`src/rtl/restriction_sweep_ctrl.sv`:
```
// Exhaustive-sweep sequencer: walks every input vector inside a restriction
// cube and counts f=1 hits and f/g disagreements.
module restriction_sweep_ctrl #(
  parameter int unsigned N_IN  = 15,
  parameter int unsigned CNT_W = 16
) (
  input  logic             clk,
  input  logic             rst,
  input  logic             start,
  input  logic             abort,
  input  logic [N_IN-1:0]  fix_mask,
  input  logic [N_IN-1:0]  fix_val,
  output logic [N_IN-1:0]  x_out,
  input  logic             f_in,
  input  logic             g_in,
  output logic             busy,
  output logic             done,
  output logic [CNT_W-1:0] ones_cnt,
  output logic [CNT_W-1:0] mism_cnt
);

  typedef enum logic [1:0] {
    IDLE  = 2'd0,
    SWEEP = 2'd1,
    DONE  = 2'd2
  } state_t;

  localparam logic [CNT_W-1:0] CNT_MAX = '1;

  state_t            state_q, state_d;
  logic [N_IN-1:0]   mask_q, mask_d;
  logic [N_IN-1:0]   val_q, val_d;
  logic [N_IN-1:0]   free_q, free_d;
  logic [N_IN-1:0]   x_d;
  logic [CNT_W-1:0]  ones_d, mism_d;
  logic [N_IN-1:0]   free_next;
  logic              last_vec;

  // Forcing fixed bits to 1 lets the carry ripple straight across them, so
  // the free bits count in ascending binary order.
  assign free_next = ((free_q | mask_q) + N_IN'(1)) & ~mask_q;
  assign last_vec  = (free_q == ~mask_q);

  function automatic logic [CNT_W-1:0] sat_inc(input logic [CNT_W-1:0] c,
                                               input logic inc);
    sat_inc = (inc && (c != CNT_MAX)) ? c + CNT_W'(1) : c;
  endfunction

  // Next-state and datapath update.
  always_comb begin
    state_d = state_q;
    mask_d  = mask_q;
    val_d   = val_q;
    free_d  = free_q;
    x_d     = x_out;
    ones_d  = ones_cnt;
    mism_d  = mism_cnt;
    case (state_q)
      IDLE: begin
        if (start) begin
          mask_d  = fix_mask;
          val_d   = fix_val;
          free_d  = '0;
          ones_d  = '0;
          mism_d  = '0;
          x_d     = fix_val & fix_mask;
          state_d = SWEEP;
        end
      end
      SWEEP: begin
        if (abort) begin
          state_d = IDLE;
        end else begin
          ones_d = sat_inc(ones_cnt, f_in);
          mism_d = sat_inc(mism_cnt, f_in ^ g_in);
          if (last_vec) begin
            state_d = DONE;
          end else begin
            free_d = free_next;
            x_d    = free_next | (val_q & mask_q);
          end
        end
      end
      DONE: begin
        state_d = IDLE;
      end
      default: begin
        state_d = IDLE;
      end
    endcase
  end

  // State and output registers.
  always_ff @(posedge clk or posedge rst) begin
    if (rst) begin
      state_q  <= IDLE;
      mask_q   <= '0;
      val_q    <= '0;
      free_q   <= '0;
      x_out    <= '0;
      ones_cnt <= '0;
      mism_cnt <= '0;
      busy     <= 1'b0;
      done     <= 1'b0;
    end else begin
      state_q  <= state_d;
      mask_q   <= mask_d;
      val_q    <= val_d;
      free_q   <= free_d;
      x_out    <= x_d;
      ones_cnt <= ones_d;
      mism_cnt <= mism_d;
      busy     <= (state_d == SWEEP);
      done     <= (state_d == DONE);
    end
  end

endmodule

```
`config.mk`:
```
export PLATFORM = sky130hd
export DESIGN_NAME = restriction_sweep_ctrl
export DESIGN_NICKNAME = d
export VERILOG_FILES = /design/src/rtl/restriction_sweep_ctrl.sv
export SDC_FILE = /design/constraint.sdc
export NUM_CORES = 1
export LEC_CHECK = 0
export BUFFER_PORTS_ARGS = -buffer_cell sky130_fd_sc_hd__buf_4
export CAP_MARGIN = 10
export CORE_MARGIN = 1
export CORE_UTILIZATION = 55
export DETAILED_ROUTE_END_ITERATION = 6
export PLACE_DENSITY = 0.88
export RECOVER_POWER = 50
export SYNTH_ARGS = -nofsm -noshare
export SYNTH_HDL_FRONTEND = slang
export SYNTH_SLANG_ARGS = --single-unit
```
`constraint.sdc`:
```
create_clock -name clk -period 6.94 [get_ports clk]
set_clock_uncertainty 0.05 [all_clocks]
set_input_delay 1.388 -clock clk [delete_from_list [all_inputs] [get_ports clk]]
set_output_delay 1.388 -clock clk [all_outputs]
set_load 0.02 [all_outputs]
```
* Yosys cells after proc, flatten, opt, wreduce, memory -nomap -nowiden *
Cells that the tools add are included.

word-level totals
  bits in registers = 96
  input bits = 36
  word-level logic and storage cells = 57

operators by class
  equality and inequality tests = 11
  add/sub/neg operators = 3
  bitwise logic cells = 7
  mux-type cells = 19
  reduce and logical (&&, ||, !) cells = 8

operators with widths
  operator                                        number
  2-to-1 mux 15 bit                               6
  2-to-1 mux 16 bit                               5
  one-hot mux 16 bit (2 select lines)             2
  one-hot mux 15 bit (2 select lines)             2
  bitwise AND 15 bit                              3
  adder 16 x 1 -> 16 bit (second input constant)  2
  != test 16 bit (second input constant)          2
  bitwise OR 15 bit                               2
  adder 15 x 1 -> 15 bit (second input constant)  1
  == test 15 bit                                  1
  NOT 15 bit                                      1
  AND reduction 4 bit                             3
  != test 2 bit (second input constant)           5
  2-to-1 mux 2 bit                                3
  == test 2 x 1 -> 1 bit (second input constant)  2
  one-hot mux 2 bit (2 select lines)              1
  == test 2 bit (second input constant)           1
  logical AND 1 bit                               2
  logical NOT 2 bit                               1
  AND reduction 2 bit                             1
  nonzero test 2 bit                              1
  bitwise XOR 1 bit                               1

* Depth between registers and ports, before layout *
Gate-level depths: netlist of run 1.

  word-level depth = 7
  mapped depth = 9
  gate-level depth less buffers = 8

* Worst setup path before layout of run 1 *
Ideal clock, no wire load.

  kind = input to register
  from = input abort
  to = register x_out[12]
  setup time = 150 ps
  arrival time = 2545 ps
  stages on the path = 6
  setup slack = 4195 ps
  data required time = 6740 ps
  path through = nand2b_1 > a21oi_2 > o21ai_4 > inv_2 > clkbuf_1 > a41oi_1

on the way
  longest elaborated chain between the ends = 2

RTL lines
  what                                  RTL line  RTL
  start, declared                       10        input logic abort,
  != test 2 bit (no source line)        --
  AND reduction 4 bit (no source line)  --
  end signal, assigned                  100       x_out <= '0;
  end signal, assigned                  110       x_out <= x_d;
  end, declared                         13        output logic [N_IN-1:0] x_out,

Every way passes these cells.
A chain may end at the register's enable or synchronous reset.

* Final worst setup path of run 1 *
  from = input start
  to = register mism_cnt[13]

on the way
  longest elaborated chain between the ends = 2

RTL lines
  what                                  RTL line  RTL
  start, declared                       9         input logic start,
  != test 2 bit (no source line)        --
  AND reduction 4 bit (no source line)  --
  end signal, assigned                  112       mism_cnt <= mism_d;
  end, declared                         19        output logic [CNT_W-1:0] mism_cnt

Every way passes these cells.

==> impl_metrics.yaml, run 1 <==
floorplan:
  ios: 85
  die_h_microns: 97.9
  coreArea_sq_mm: 0.00881
  initial_utilization: 0.574
  die_w_microns: 97.9
  rows: 34
  dieArea_sq_mm: 0.00958
sta:
  hold_viol: 0
  slew_viol_final: 49
  tns_ns: 0
  rsz0062_at_grt: "false"
  max_slew_margin: -0.294
  clock.fmax_mhz: 266
  worst_pin_slew_ns: 1.94
  fin_crit_ns: 3.76
  setup_violations: 0
  period_share: 0.542
synthesis:
  yosys_register_bits: 96
  synth-main-ff-cell: "dfrtp_1"
  syn-mean-instance-area_sq_um: 8.99
  synth-async-reset-ratio: 1.00
  ys_warn_count: 0
  synth_cell_types: 52
  netlist_instances: 562
  syn_area_sq_mm: 0.00505
  syn_nets: 617
  ys_seq_area_frac: 0.475
  synth-edff-count: 0
setup_path:
  critPathKind: "in -> reg"
  worst_ep_arrival_time_ns: 3.96
  crit_slowest_cell: "clkbuf_1"
  reg2reg_slack_ns: 3.76
  path_cells: "clkbuf_4, nand2b_1, nor2_2, clkbuf_1, a31oi_2, a221o_1"
  end_kind: "register"
  slowest_delay_ns: 1.38
  critPathLaunchType: "primary input"
  worstPathRequired_ns: 7.14
  worst-path-max-fanout: 48
layout:
  final_nets: 691
  synthToLayoutAreaGrowth_pct: 14.6
  drive_gt1_frac: 0.114
  final_util: 0.658
  diodes: 0
  stdcell_count: 748
grt:
  grt_pass1_wl_mm: 20.3
  grt_max_degree: 84
  grt_use_total: 0.262
  antenna_found_initial: 0
  grt_overflow_total: 0
  grt_pass1_vias: 4285
min_path:
  holdCritPathClass: "reg -> reg"
power_and_ir_drop:
  clkPwrFrac: 0.250
  seqPwrFrac: 0.456
  p_leak_nw: 2.73
  powerDensity_mw_per_mm2: 269
  ir_drop_mv: 0.116
  switching_share: 0.354
  intPower_mw: 1.00
  power_switching_mw: 0.551
  p_comb_frac: 0.294
job:
  max_cap_violations: 1
placed_design:
  io_buffer_count: 84
  dp_hpwl_mm: 8.37
  globalplace.congestion: 0.899
  dp_cells: 733
clocking:
  numCtsBuffers: 9
  cts_max_path_buffers: 2
  clkLatencyLatePin_ns: 0.37
  hold_buffers: 0
  cts_max_level: 3
  tritoncts: "done"
  cts_root_buf: "clkbuf_8"
  cts_setup_buffers: 0
  clk_pin_slew_ns: 0.09
  post_cts_resized: 0
  cts.sinks: 96
drt:
  antenna_left: 0
  wirelength_mm: 11.9
  first_iter_violations: 350
  num_vias: 4497
  dr.pass1.iters: 7
  avgViaCountPerCell: 6.01
  wire_per_inst_microns: 15.9
  drc: 10
run_status:
  violations: "design-rule violations, max-capacitance violations, max-slew violations"
  status: "complete, but fails checks"
==> sequential cells by signal, indices dropped and copies added (netlist names) <==
name      flops
state_q       2
mask_q       15
mism_cnt     16
ones_cnt     16
busy          1
free_q       15
done          1
x_out        15
val_q        15
==> Yosys cell counts (all sizes together) (3+ instances only) <==
cell / count / area [sq um]
a211o: 10 / 87.6
a21oi: 11 / 62.6
a31o: 4 / 35.0
a31oi: 19 / 125
and2: 3 / 18.8
and3: 28 / 175
and4: 3 / 28.8
buf: 8 / 40.0
clkbuf: 16 / 60.1
dfrtp: 96 / 2400
ha: 19 / 238
inv: 38 / 143
mux2i: 6 / 60.1
nand2: 105 / 394
nand2b: 5 / 31.3
nand3: 36 / 180
nand4: 17 / 106
nor2: 22 / 82.6
nor3: 15 / 75.1
nor3b: 3 / 22.5
nor4: 4 / 40.0
o211ai: 3 / 22.5
o21ai: 40 / 211
o22ai: 3 / 18.8
o31ai: 8 / 60.1
or3: 3 / 18.8
or4: 5 / 41.3
xor2: 9 / 78.8
==> worst paths after layout <==
path	start	end	depth (start not counted)
setup reg to reg	state_q[0]	mism_cnt[13]	5
setup / recovery	start	mism_cnt[13]	6
hold reg to reg	val_q[4]	val_q[4]	2
max in group asynchronous	rst	free_q[6]	3
hold / removal	val_q[4]	val_q[4]	2
min in group asynchronous	rst	mism_cnt[1]	2
==> final cells by class <==
type	instances	area, sq um
clock buffer	13	169
sequential	96	2400
multi-input combinational	404	2400
tap	108	135
clock inverter	2	37.5
inverter	38	144
timing repair buffer	87	499
fill	724	3020
==> kinds of logic (layout without fill, tap and decap cells) <==
family / count (synthesis) / count (layout) / synth area share
multiplexers: 7 / 7 / 0.0141
AO/OA/AOI/OAI: 111 / 111 / 0.146
XOR/XNOR: 11 / 11 / 0.0191
buffers and inverters: 62 / 140 / 0.0480
adder cells (fa/ha/maj): 19 / 19 / 0.0470
AND/OR/NAND/NOR: 256 / 256 / 0.251
flip-flops: 96 / 96 / 0.475
==> power groups by stage <==
stage | Combinational [mW] | Clock, mW | Sequential, mW
after global placement | 0.462 | 0 | 0.717
after CTS | 0.489 | 0.390 | 0.710
after global routing | 0.513 | 0.414 | 0.721
after floorplan | 0.282 | 0 | 0.753
final | 0.458 | 0.390 | 0.709
after detailed placement | 0.484 | 0 | 0.721
==> per-layer routing <==
metal	share of wire	up-vias	GRT usage
met5	0	-	0
met4	0.017	0	0.0793
met3	0.051	20	0.0551
met2	0.48	138	0.426
met1	0.45	2190	0.353
li1	-	2149	-
==> layout by cell type (no fill, tap or decap), drive strengths merged, types with 8 or more instances in the layout <==
| cell | netlist | layout |
|---|---|---|
| a31oi | 19 | 19 |
| nand4 | 17 | 17 |
| nand2 | 105 | 105 |
| dfrtp | 96 | 96 |
| clkbuf | 16 | 57 |
| inv | 38 | 37 |
| a211o | 10 | 10 |
| nand3 | 36 | 36 |
| and3 | 28 | 28 |
| ha | 19 | 19 |
| nor3 | 15 | 15 |
| o31ai | 8 | 8 |
| xor2 | 9 | 9 |
| nor2 | 22 | 22 |
| a21oi | 11 | 11 |
| o21ai | 40 | 40 |
| buf | 8 | 43 |
==> worst max-delay path, delay by kind of cell <==
| family | cells | cell delay (ns) |
|---|---|---|
| and+or+nand+nor | 2 | 0.16 |
| buffers and inverters | 2 | 1.48 |
| AOI/OAI and AO/OA | 2 | 0.93 |
==> stage by stage <==
step / setup WS, ns / total power, mW / area (sq um) / hold WS [ns]
finish: 3.18 / 1.56 / 5790 / 0.435
floorplan: 3.00 / 1.03 / 5050 / 0.395
detailed placement: 3.49 / 1.20 / 5750 / 0.412
global route: 2.93 / 1.65 / 5790 / 0.455
CTS: 3.89 / 1.59 / 5950 / 0.435
global placement: 3.61 / 1.18 / 5750 / 0.407
Power figures use the tool's default switching activity.
==> run 2, diff against run 1 <==
==> constraint.sdc (replaced) <==
create_clock -name clk -period 3.8 [get_ports clk]
set_clock_uncertainty 0.05 [all_clocks]
set_input_delay 0.76 -clock clk [delete_from_list [all_inputs] [get_ports clk]]
set_output_delay 0.76 -clock clk [all_outputs]
set_load 0.02 [all_outputs]
==> impl_metrics.yaml, run 2 (synthesized netlist as in run 1, its figures left out) <==
layout:
  synthToLayoutAreaGrowth_pct: 18.8
  diodes: 0
  final_cell_mix: "nand2_1 (105), dfrtp_1 (96), buf_4 (85)"
  largestRegisters: "mism_cnt (16), ones_cnt (16)"
  final_util: 0.682
  drive_gt1_frac: 0.181
  final_nets: 692
  final_common_cell: "nand2_1"
floorplan:
  initial_utilization: 0.574
  ios: 85
  coreArea_sq_mm: 0.00881
  die_w_microns: 97.9
  die_h_microns: 97.9
  rows: 34
  dieArea_sq_mm: 0.00958
grt:
  grt_max_degree: 54
  busiest_layer: "met2"
  grt_overflow_total: 0
  use_met1: 0.356
  grt_use_met3: 0.0408
  grt_use_total: 0.268
  use_met2: 0.430
  antenna_found_initial: 0
  grt_pass1_wl_mm: 20.7
  grt_pass1_vias: 4355
min_path:
  holdPathStages: 2
  holdCritPathClass: "reg -> reg"
  min_from: "val_q[7]"
  min_to: "val_q[7]"
drt:
  dr.pass1.iters: 7
  drc: 9
  num_vias: 4581
  first_iter_violations: 267
  antenna_left: 0
  wire_per_inst_microns: 16.5
  avgViaCountPerCell: 6.11
  wirelength_mm: 12.4
placed_design:
  globalplace.congestion: 0.915
  io_buffer_count: 84
  pre_cts_ws_ns: 0.842
  dp_hpwl_mm: 8.29
run_status:
  violations: "design-rule violations, max-capacitance violations, max-slew violations"
  status: "complete, but fails checks"
sta:
  worst_pin_slew_ns: 2.40
  finalHoldWorstSlack_ns: 0.439
  tns_ns: 0
  fin_crit_ns: 3.16
  setup_violations: 0
  worst_slack_ns: 0.641
  clock.fmax_mhz: 317
  hold_viol: 0
  rsz0062_at_grt: "false"
  period_share: 0.831
  slew_viol_final: 125
  max_slew_margin: -0.607
clocking:
  cts.sinks: 96
  cts_max_path_buffers: 2
  clk_pin_slew_ns: 0.10
  hold_buffers: 0
  clkLatencyLatePin_ns: 0.37
  cts_setup_buffers: 0
  post_cts_resized: 0
  cts_max_level: 3
  tritoncts: "done"
  cts_root_buf: "clkbuf_8"
  numCtsBuffers: 9
setup_path:
  worst_ep_arrival_time_ns: 3.35
  critPathLaunchType: "register"
  worstRegToRegCells: 6
  worst-path-max-fanout: 47
  reg2reg_slack_ns: 0.64
  r2r_end: "ones_cnt[3]"
  critPathKind: "reg -> reg"
  worstPathRequired_ns: 3.99
  end_kind: "register"
  r2r_start: "state_q[0]"
power_and_ir_drop:
  ir_drop_mv: 0.257
  powerDensity_mw_per_mm2: 501
  power.total_mw: 3.01
  p_leak_nw: 2.92
job:
  max_cap_violations: 3
-- run 2: cell types whose count changed in the layout (fill, tap and decap cells not counted), moves of 2 or more --
cell       previous run  this run
a21oi_2               0         2
buf_4                43        85
bufinv_16             1         3
clkbuf_1             42         1
a21oi_1              11         9
clkbuf_8             12         9
clkbuf_4              3         1
-- run 2: cell type report --
class	count	area, sq um
fill	673	2800
multi-input combinational	404	2410
sequential	96	2400
timing repair buffer	88	669
inverter	38	144
tap	108	135
clock buffer	9	124
clock inverter	7	119
-- run 2: per-stage QoR --
stage | instances | instance area [sq um]
3_3_place_gp | 734 | 5770
2_1_floorplan | 562 | 5050
4_1_cts | 750 | 6010
3_5_place_dp | 734 | 5770
5_1_grt | 750 | 6000
6_report | 750 | 6000
-- run 2: worst max-delay path by stage --
stage | from | to | slack [ns] | cells past startpoint
floorplan | rst | busy | 0.48 | 1
finish | state_q[0] | ones_cnt[3] | 0.64 | 6
CTS | mask_q[0] | free_q[13] | 0.82 | 8
global placement | mask_q[0] | free_q[14] | 0.95 | 8
detailed placement | mask_q[0] | x_out[14] | 0.84 | 8
global route | state_q[0] | ones_cnt[3] | 0.49 | 6
-- run 2: routing by layer --
metal | part of all wire | wire, microns
met1 | 0.45 | 5530
met2 | 0.48 | 5940
met4 | 0.028 | 353
met3 | 0.046 | 570
met5 | 0 | 0
-- run 2: critical path: stages, from the launching register on --
cell      delay, ns
dfrtp_1        0.42
nand2b_1       0.20
nor2_1         0.17
clkbuf_1       1.46
a21oi_2        0.24
o21ai_0        0.38
o31ai_1        0.12
-- run 2: where the power goes --
| group | switching [mW] | total, mW | internal [mW] |
|---|---|---|---|
| logic | 0.557 | 0.904 | 0.346 |
| clock network | 0.371 | 0.809 | 0.438 |
| registers | 0.105 | 1.30 | 1.19 |
